<file path="src/rtl/rc_servo_pkg.sv">
// Shared definitions for the RC servo pulse cores (generator and decoder).
// Holds the measurement FSM state type, default tick constants and the
// position/counter widths so both cores agree on frame timing.
package rc_servo_pkg;

    localparam int unsigned POS_W = 8;   // position width, 0..250
    localparam int unsigned CNT_W = 13;  // tick counter width, covers 6250

    // Defaults assume a 10 MHz clock and a 4 us tick.
    localparam int unsigned DEF_CLKS_PER_TICK = 40;
    localparam int unsigned DEF_MIN_TICKS     = 250;   // 1000 us -> position 0
    localparam int unsigned DEF_MAX_TICKS     = 500;   // 2000 us -> position 250
    localparam int unsigned DEF_REJ_MIN_TICKS = 200;   // 800 us
    localparam int unsigned DEF_REJ_MAX_TICKS = 550;   // 2200 us
    localparam int unsigned DEF_TIMEOUT_TICKS = 6250;  // 25 ms

    typedef enum logic [1:0] {
        StWaitLow = 2'd0,
        StLow     = 2'd1,
        StHigh    = 2'd2
    } meas_state_e;

endpackage

</file>
<file path="src/rtl/rc_servo_pwm_rx_xy_if.sv">
// Per-axis servo channel bundle: the raw pad pulse going in and the decoded
// position, valid flag and update strobe coming out.
//   master : the measuring channel (reads pwm, drives pos/valid/update)
//   slave  : the pulse source / consumer (drives pwm, reads the results)
interface rc_servo_pwm_rx_xy_if;
    import rc_servo_pkg::*;

    logic             pwm;
    logic [POS_W-1:0] pos;
    logic             valid;
    logic             update;

    modport master (input pwm, output pos, output valid, output update);
    modport slave  (output pwm, input pos, input valid, input update);

endinterface

</file>
<file path="src/rtl/rc_servo_pulse_meas.sv">
// One servo channel: 2-flop synchronizer, edge detect, pulse-width FSM,
// width and timeout counters, and the registered position/valid/update.
// Ports:
//   clk_i, reset_n_i : clock, asynchronous active-low reset
//   ena_i            : low forces the channel idle (valid/update cleared)
//   tick_i           : shared measurement tick from the top-level prescaler
//   ch               : channel bundle (pad pulse in, decoded results out)
module rc_servo_pulse_meas
    import rc_servo_pkg::*;
#(
    parameter int unsigned MIN_TICKS     = DEF_MIN_TICKS,
    parameter int unsigned MAX_TICKS     = DEF_MAX_TICKS,
    parameter int unsigned REJ_MIN_TICKS = DEF_REJ_MIN_TICKS,
    parameter int unsigned REJ_MAX_TICKS = DEF_REJ_MAX_TICKS,
    parameter int unsigned TIMEOUT_TICKS = DEF_TIMEOUT_TICKS
) (
    input  logic                 clk_i,
    input  logic                 reset_n_i,
    input  logic                 ena_i,
    input  logic                 tick_i,
    rc_servo_pwm_rx_xy_if.master ch
);

    localparam logic [CNT_W-1:0] MinC     = CNT_W'(MIN_TICKS);
    localparam logic [CNT_W-1:0] MaxC     = CNT_W'(MAX_TICKS);
    localparam logic [CNT_W-1:0] RejMinC  = CNT_W'(REJ_MIN_TICKS);
    localparam logic [CNT_W-1:0] RejMaxC  = CNT_W'(REJ_MAX_TICKS);
    localparam logic [CNT_W-1:0] WidthSat = CNT_W'(REJ_MAX_TICKS + 1);
    localparam logic [CNT_W-1:0] TmoC     = CNT_W'(TIMEOUT_TICKS);

    logic sync1_q, sync2_q, sync3_q;
    // Shifts a 1 in behind reset so WAIT_LOW ignores the reset value of the
    // synchronizer and only trusts a low level that came from the pad.
    logic sv1_q, sv2_q;

    meas_state_e      state_q, state_d;
    logic [CNT_W-1:0] width_q, width_d, width_inc;
    logic [CNT_W-1:0] tmo_q, tmo_d;
    logic [CNT_W-1:0] w_clamp;
    logic [POS_W-1:0] pos_q, pos_d;
    logic             valid_q, valid_d;
    logic             upd_q, upd_d;
    logic             rise, fall, accept;

    always_ff @(posedge clk_i or negedge reset_n_i) begin
        if (!reset_n_i) begin
            sync1_q <= 1'b0;
            sync2_q <= 1'b0;
            sync3_q <= 1'b0;
            sv1_q   <= 1'b0;
            sv2_q   <= 1'b0;
        end else begin
            sync1_q <= ch.pwm;
            sync2_q <= sync1_q;
            sync3_q <= sync2_q;
            sv1_q   <= 1'b1;
            sv2_q   <= sv1_q;
        end
    end

    assign rise = sync2_q & ~sync3_q;
    assign fall = ~sync2_q & sync3_q;

    always_ff @(posedge clk_i or negedge reset_n_i) begin
        if (!reset_n_i) begin
            state_q <= StWaitLow;
            width_q <= '0;
            tmo_q   <= '0;
            pos_q   <= '0;
            valid_q <= 1'b0;
            upd_q   <= 1'b0;
        end else begin
            state_q <= state_d;
            width_q <= width_d;
            tmo_q   <= tmo_d;
            pos_q   <= pos_d;
            valid_q <= valid_d;
            upd_q   <= upd_d;
        end
    end

    always_comb begin
        state_d = state_q;
        width_d = width_q;
        tmo_d   = tmo_q;
        pos_d   = pos_q;
        valid_d = valid_q;
        upd_d   = 1'b0;
        accept  = 1'b0;

        // Tick in the fall cycle is counted before the width is evaluated.
        width_inc = (tick_i && (width_q < WidthSat)) ? width_q + CNT_W'(1) : width_q;

        if (tick_i && (tmo_q < TmoC)) begin
            tmo_d = tmo_q + CNT_W'(1);
        end

        unique case (state_q)
            StWaitLow: begin
                if (sv2_q && !sync2_q) begin
                    state_d = StLow;
                end
            end
            StLow: begin
                if (rise) begin
                    width_d = '0;
                    state_d = StHigh;
                end
            end
            StHigh: begin
                width_d = width_inc;
                if (fall) begin
                    state_d = StLow;
                    accept  = (width_inc >= RejMinC) && (width_inc <= RejMaxC);
                end else if (width_q > RejMaxC) begin
                    state_d = StWaitLow;
                end
            end
            default: state_d = StWaitLow;
        endcase

        if (width_inc < MinC) begin
            w_clamp = MinC;
        end else if (width_inc > MaxC) begin
            w_clamp = MaxC;
        end else begin
            w_clamp = width_inc;
        end

        if (accept) begin
            pos_d   = POS_W'(w_clamp - MinC);
            valid_d = 1'b1;
            upd_d   = 1'b1;
            tmo_d   = '0;
        end else if (tmo_d == TmoC) begin
            valid_d = 1'b0;
        end

        if (!ena_i) begin
            state_d = StWaitLow;
            valid_d = 1'b0;
            upd_d   = 1'b0;
            tmo_d   = '0;
            pos_d   = pos_q;
        end
    end

    assign ch.pos    = pos_q;
    assign ch.valid  = valid_q;
    assign ch.update = upd_q;

endmodule

</file>
<file path="src/rtl/rc_servo_pwm_rx_xy.sv">
// Two-channel RC servo pulse decoder (X and Y). Measures servo pulse high
// time on asynchronous pads and reports an 8-bit position per axis.
// Ports:
//   clk_i, reset_n_i       : clock, asynchronous active-low reset
//   ena_i                  : decoder enable, low holds both channels idle
//   pwm_x_i, pwm_y_i       : asynchronous servo pulse inputs
//   pos_x_o, pos_y_o       : decoded positions 0..250
//   valid_x_o, valid_y_o   : accepted pulse seen within the timeout window
//   update_x_o, update_y_o : one-cycle strobe when the position is rewritten
module rc_servo_pwm_rx_xy
    import rc_servo_pkg::*;
#(
    parameter int unsigned CLKS_PER_TICK = DEF_CLKS_PER_TICK,
    parameter int unsigned MIN_TICKS     = DEF_MIN_TICKS,
    parameter int unsigned MAX_TICKS     = DEF_MAX_TICKS,
    parameter int unsigned REJ_MIN_TICKS = DEF_REJ_MIN_TICKS,
    parameter int unsigned REJ_MAX_TICKS = DEF_REJ_MAX_TICKS,
    parameter int unsigned TIMEOUT_TICKS = DEF_TIMEOUT_TICKS
) (
    input  logic             clk_i,
    input  logic             reset_n_i,
    input  logic             ena_i,
    input  logic             pwm_x_i,
    input  logic             pwm_y_i,
    output logic [POS_W-1:0] pos_x_o,
    output logic [POS_W-1:0] pos_y_o,
    output logic             valid_x_o,
    output logic             valid_y_o,
    output logic             update_x_o,
    output logic             update_y_o
);

    localparam int unsigned PreW = (CLKS_PER_TICK > 1) ? $clog2(CLKS_PER_TICK) : 1;

    logic [PreW-1:0] pre_q, pre_d;
    logic            tick, tick_gated;

    assign tick = (pre_q == PreW'(CLKS_PER_TICK - 1));

    always_comb begin
        pre_d = tick ? '0 : pre_q + PreW'(1);
    end

    always_ff @(posedge clk_i or negedge reset_n_i) begin
        if (!reset_n_i) begin
            pre_q <= '0;
        end else begin
            pre_q <= pre_d;
        end
    end

    // Prescaler keeps running while disabled; only the channels see the gate.
    assign tick_gated = tick & ena_i;

    rc_servo_pwm_rx_xy_if x_ch ();
    rc_servo_pwm_rx_xy_if y_ch ();

    assign x_ch.pwm   = pwm_x_i;
    assign y_ch.pwm   = pwm_y_i;
    assign pos_x_o    = x_ch.pos;
    assign pos_y_o    = y_ch.pos;
    assign valid_x_o  = x_ch.valid;
    assign valid_y_o  = y_ch.valid;
    assign update_x_o = x_ch.update;
    assign update_y_o = y_ch.update;

    rc_servo_pulse_meas #(
        .MIN_TICKS     (MIN_TICKS),
        .MAX_TICKS     (MAX_TICKS),
        .REJ_MIN_TICKS (REJ_MIN_TICKS),
        .REJ_MAX_TICKS (REJ_MAX_TICKS),
        .TIMEOUT_TICKS (TIMEOUT_TICKS)
    ) u_meas_x (
        .clk_i     (clk_i),
        .reset_n_i (reset_n_i),
        .ena_i     (ena_i),
        .tick_i    (tick_gated),
        .ch        (x_ch)
    );

    rc_servo_pulse_meas #(
        .MIN_TICKS     (MIN_TICKS),
        .MAX_TICKS     (MAX_TICKS),
        .REJ_MIN_TICKS (REJ_MIN_TICKS),
        .REJ_MAX_TICKS (REJ_MAX_TICKS),
        .TIMEOUT_TICKS (TIMEOUT_TICKS)
    ) u_meas_y (
        .clk_i     (clk_i),
        .reset_n_i (reset_n_i),
        .ena_i     (ena_i),
        .tick_i    (tick_gated),
        .ch        (y_ch)
    );

endmodule
</file>
<file path="config.mk">
export PLATFORM = sky130hd
export DESIGN_NAME = rc_servo_pwm_rx_xy
export DESIGN_NICKNAME = d
export VERILOG_FILES = /design/src/rtl/rc_servo_pkg.sv /design/src/rtl/rc_servo_pwm_rx_xy_if.sv /design/src/rtl/rc_servo_pulse_meas.sv /design/src/rtl/rc_servo_pwm_rx_xy.sv
export SDC_FILE = /design/constraint.sdc
export NUM_CORES = 1
export LEC_CHECK = 0
export CAP_MARGIN = 30
export CELL_PAD_IN_SITES_DETAIL_PLACEMENT = 1
export CELL_PAD_IN_SITES_GLOBAL_PLACEMENT = 2
export CORE_ASPECT_RATIO = 1.25
export CORE_UTILIZATION = 40
export CTS_BUF_LIST = sky130_fd_sc_hd__clkbuf_8
export DETAILED_ROUTE_END_ITERATION = 10
export PLACE_DENSITY_LB_ADDON = 0.1
export SLEW_MARGIN = 25
export SYNTH_ARGS = -nofsm -noshare
export SYNTH_HDL_FRONTEND = slang
export SYNTH_SLANG_ARGS = --single-unit
</file>
<file path="constraint.sdc">
create_clock -name clk_i -period 9 [get_ports clk_i]
set_input_delay 1.8 -clock clk_i [delete_from_list [all_inputs] [get_ports clk_i]]
set_output_delay 1.8 -clock clk_i [all_outputs]
set_load 0.01 [all_outputs]
</file>
* Yosys cells after proc, flatten, opt, wreduce, memory -nomap -nowiden *
Cells that the tools add are included.

word-level totals
  flip-flop bits (word level) = 90
  output and inout port bits = 20

cells by class
  $add $sub $neg = 7
  $lt $le $gt $ge = 14
  eq/ne operators = 17
  multiplexer cells = 43
  bitwise gates (word level) = 9
  reduce and logical (&&, ||, !) cells = 20

operator list
  operator               count
  $mux 13                10
  $add 13x1->13 const B  4
  $pmux 13 s2            2
  $mux 8                 4
  $eq 13x13->1 const B   2
  $ge 13x8->1 const B    2
  $gt 13x10->1 const B   2
  $gt 13x9->1 const B    2
  $le 13x10->1 const B   2
  $lt 13x10->1 const B   2
  $lt 13x13->1 const B   2
  $lt 13x8->1 const B    2
  $mux 2                 10
  $sub 8x8->8 const B    2
  $mux 1                 14
  $ne 3x2->1 const B     4
  $pmux 2 s3             2
  $logic_and 1x1->1      8
  $ne 4x2->1 const B     2
  $reduce_and 2->1       4
  $add 6x1->6 const B    1
  $eq 6x6->1 const B     1
  $mux 6                 1
  $ne 3x1->1 const B     2
  other kinds (9)        23

* Logic depth before layout (Yosys ltp) *
  depth in word-level cells = 10
  mapped depth = 16

* Hierarchy *
A second synthesis with hierarchy kept.

unflattened totals
  cell total of the unflattened synthesis = 692
  area total of the unflattened synthesis = 6130.9 um2

modules (own cells, without submodules)
  module                           times used  cells an instance  area each (um2)  sequential area each (um2)
  rc_servo_pulse_meas at u_meas_x  1           340                2950.3           1076.0
  rc_servo_pulse_meas at u_meas_y  1           330                2919.0           1076.0
  rc_servo_pwm_rx_xy               1           22                 261.5            150.1

* Worst setup path after synthesis *
OpenSTA, ideal clock, no wires.

  path type = in2reg
  start = input ena_i
  end = register u_meas_y.pos_q[3], in the netlist u_meas_y.ch.pos[3]
  library setup time = 120 ps
  arrival = 4609 ps
  data required time = 8880 ps
  setup slack = 4270 ps
  cell stages on the path = 13
  buffers on the path = 2
  cell sequence = clkbuf_1 > and3b_1 > nand3_1 > or3_1 > clkbuf_1 > mux2_2 > o21ba_2 > nor2b_1 > maj3_1 > nor2_1 > ha_1 > a21bo_2 > a31o_2

between the ends
  word-level cells in the longest chain between the ends = 8
  elaborated cells on any way between the ends = 14

RTL lines
  item                                                 line                       RTL
  start: declaration                                   rc_servo_pwm_rx_xy.sv:22   input logic ena_i,
  branches (longest 8 deep; another with $gt 13x9->1)  -
  end signal: assignment                               rc_servo_pulse_meas.sv:76  pos_q <= pos_d;
  end: declaration                                     rc_servo_pulse_meas.sv:40  logic [POS_W-1:0] pos_q, pos_d;

Parallel ways; which one is timed is not known.
A chain may end at the register's enable or synchronous reset.

* Worst setup path in the final report *
  start = input ena_i
  end = register u_meas_y.pos_q[5], in the netlist u_meas_y.ch.pos[5]

The elaborated chain is that of the path after synthesis.

==> impl_metrics.tcl <==
set metrics [dict create \
    status "finished clean" \
    dieArea_um2 15300 \
    synth_cells 688 \
    setup_violations 0 \
    grt_setup_unrepaired "no" \
    dpl_cell_area_um2 6250 \
    die_width_um 111 \
    worst-path-max-fanout 14 \
    grt_start_max_net_pins 69 \
    row_count 49 \
    synth_top_area_share_pct 38.1 \
    final_common_cell "dfrtp_1" \
    ys_ff_latch 90 \
    dp_slack_ns 3.17 \
    cts_made_buffers 9 \
    area_growth_pct 9.64 \
    synth_area_leader_cell "dfrtp_1" \
    synth_ff_type "dfrtp_1" \
    max_freq_mhz 185 \
    ant_nets 0 \
    critical_path.startpoint_type "input pin" \
    crit_required_ns 9.25 \
    yosysSeqAreaShare_pct 38.1 \
    vias 5247 \
    clockBufferDepth 2 \
    leakagePower_nw 2.62 \
    ios 25 \
    die_y_um 138 \
    diodes 0 \
    routedWlPerCell_um 19.1 \
    syn_avg_cell_area_um2 8.60 \
    clock-sinks 90 \
    ys_warn_count 0 \
    tightest_slew_ns 0.802 \
    tritoncts "built" \
    final_area_um2 6490 \
    initial_core_util_pct 41.1 \
    skew_ns 0.0182 \
    relSlewSlack_pct 46.3 \
    synth_edf_count 0 \
    grt_pass1_vias 5299 \
    antenna_found_initial 0 \
    min_period_over_period_pct 60.2 \
    cts_resized 0 \
    critical_path_class "input pin to register" \
    power_density_nw_per_um2 154 \
    dp_hpwl_um 12300 \
    drtIter0Drc 146 \
    root_buffer "clkbuf_8" \
    layout_setup_ws_ns 3.58 \
    finalHoldViolCount 0 \
    tns_ns 0 \
    report.final.slew_viol_count 0 \
    synthTopCellsByArea "dfrtp_1 38%, nand2_1 4.4%, nor2_1 4.2%" \
    holdBufCountCts 0 \
    cap_violations 0 \
    async_flop_share_pct 100 \
    utilization_pct 45.0 \
    synth_cell_types 78 \
    ir_drop_uv 89.3 \
    finalNonFillerCells 873 \
    synth_nets 702 \
    critPathArrivalTime_ns 5.67 \
    finalWeightedCongestion 0.831 \
    first_pass_iters 4 \
    global_route.overflow_total 0 \
    place_inst 856 \
    vias_per_cell 6.01 \
    clock_latency_ns 0.39 \
    core_area_um2 14400 \
    cts.clk_slew.worst_paths_ns 0.09 \
    final_cell_mix "90 x dfrtp_1, 70 x nand2_1, 67 x nor2_1, 37 x o21ai_0, 27 x a21oi_1" \
    layout-drive-gt1-share_pct 7.05 \
    final_nets 704 \
    cts_setup_buffers 0 \
    hold_class "register to register" \
    wirelength_um 16700 \
    io_buffers 24 \
    cts_htree_levels 3 \
    min_period_ns 5.42 \
    synth_area_um2 5920 \
    setup.worst_path.end_class "register" \
    post-route-drc-count 0 \
    grt_use_total_pct 22.7 \
    grt_first_pass_wirelength_um 27700 \
]
-- path summary, 6_finish.rpt --
kind | endpoint | from | cells after the start | slack (ns)
worst max-delay path | u_meas_y.ch.pos[5] | ena_i | 14 | 3.58
worst min-delay path | u_meas_x.sync2_q | u_meas_x.sync1_q | 0 | 0.35
worst max register to register | u_meas_x.ch.pos[5] | u_meas_x.width_q[0] | 14 | 4.71
worst min register to register | u_meas_x.sync2_q | u_meas_x.sync1_q | 0 | 0.35
max in group asynchronous | u_meas_y.state_q[1] | reset_n_i | 3 | 6.81
min in group asynchronous | u_meas_y.tmo_q[6] | reset_n_i | 1 | 1.29
-- sequential cells by signal, indices dropped and copies added, names as in the netlist --
register / count
u_meas_y.ch.pos: 8
u_meas_x.sync3_q: 1
u_meas_y.ch.update: 1
u_meas_y.width_q: 13
u_meas_y.sync3_q: 1
u_meas_x.sync2_q: 1
u_meas_y.ch.valid: 1
u_meas_y.sync2_q: 1
u_meas_x.ch.valid: 1
u_meas_x.sync1_q: 1
u_meas_y.sv2_q: 1
u_meas_x.tmo_q: 13
u_meas_y.tmo_q: 13
u_meas_x.width_q: 13
u_meas_x.ch.pos: 8
pre_q: 6
u_meas_y.state_q: 2
u_meas_y.sync1_q: 1
u_meas_y.sv1_q: 1
u_meas_x.ch.update: 1
u_meas_x.state_q: 2
-- metal layers --
layer	vias to the layer above	routed length [um]	track usage [%]
met3	26	332	2.93
met4	0	310	7.56
met5	-	0	0
met2	77	8630	41.6
li1	2520	-	-
met1	2624	7400	27.5
-- cell type report --
class	count	area (um2)
Clock buffer	11	151
Multi-Input combinational cell	540	3430
Fill cell	1712	7920
Sequential cell	90	2250
Timing Repair Buffer	30	303
Clock inverter	5	61.3
Tap cell	178	223
Inverter	19	71.3
-- where the power goes --
group	switching, mW	internal (mW)	leakage [nW]	total [mW]
combinational	0.137	0.0925	1.33	0.230
clock	0.161	0.145	0.0982	0.305
sequential	0.0390	0.425	1.19	0.464
-- kinds of logic after synthesis --
family	count (synthesis)	share of synthesized area [%]
AOI/OAI and AO/OA	178	21.0
muxes	10	1.82
buffers and inverters	58	4.04
and+or+nand+nor	295	26.1
xor gates and xnor gates	46	6.81
adders and majority gates	10	2.07
other	1	0.0634
DFF	90	38.1
-- worst max-delay path: stages --
cell,delay [ns]
clkdlybuf4s50_1,0.69
and3b_1,0.33
nand3_1,0.40
nor2_1,0.70
a31oi_1,0.28
o21ba_2,0.34
nor2b_1,0.15
maj3_1,0.18
nor2_1,0.04
ha_1,0.18
nor2_1,0.24
o21ai_0,0.15
nand2_1,0.10
o22ai_1,0.07
-- synth_stat cells (all sizes together), types with 4 or more instances --
cell type,number
clkbuf,31
o22ai,9
and4,8
o211ai,7
mux2,6
o31ai,10
nor2b,15
and3,17
nand2b,11
a21oi,29
mux2i,4
ha,9
or3,8
and2,9
nand3b,9
a31o,4
nand3,23
nor4,13
o21a,6
a21boi,4
o21bai,4
nand4,10
inv,19
a311oi,4
xnor2,24
xor2,22
nor2,67
a31oi,20
buf,8
nor3,18
o21ai,38
nand2,70
dfrtp,90
-- through the flow --
stage	power, mW	hold WS [ns]
2_1_floorplan	0.619	0.331
3_3_place_gp	0.691	0.332
3_5_place_dp	0.700	0.336
4_1_cts	1.01	0.357
5_1_grt	1.05	0.364
6_report	0.999	0.354
(Power assumes the default switching activity.)
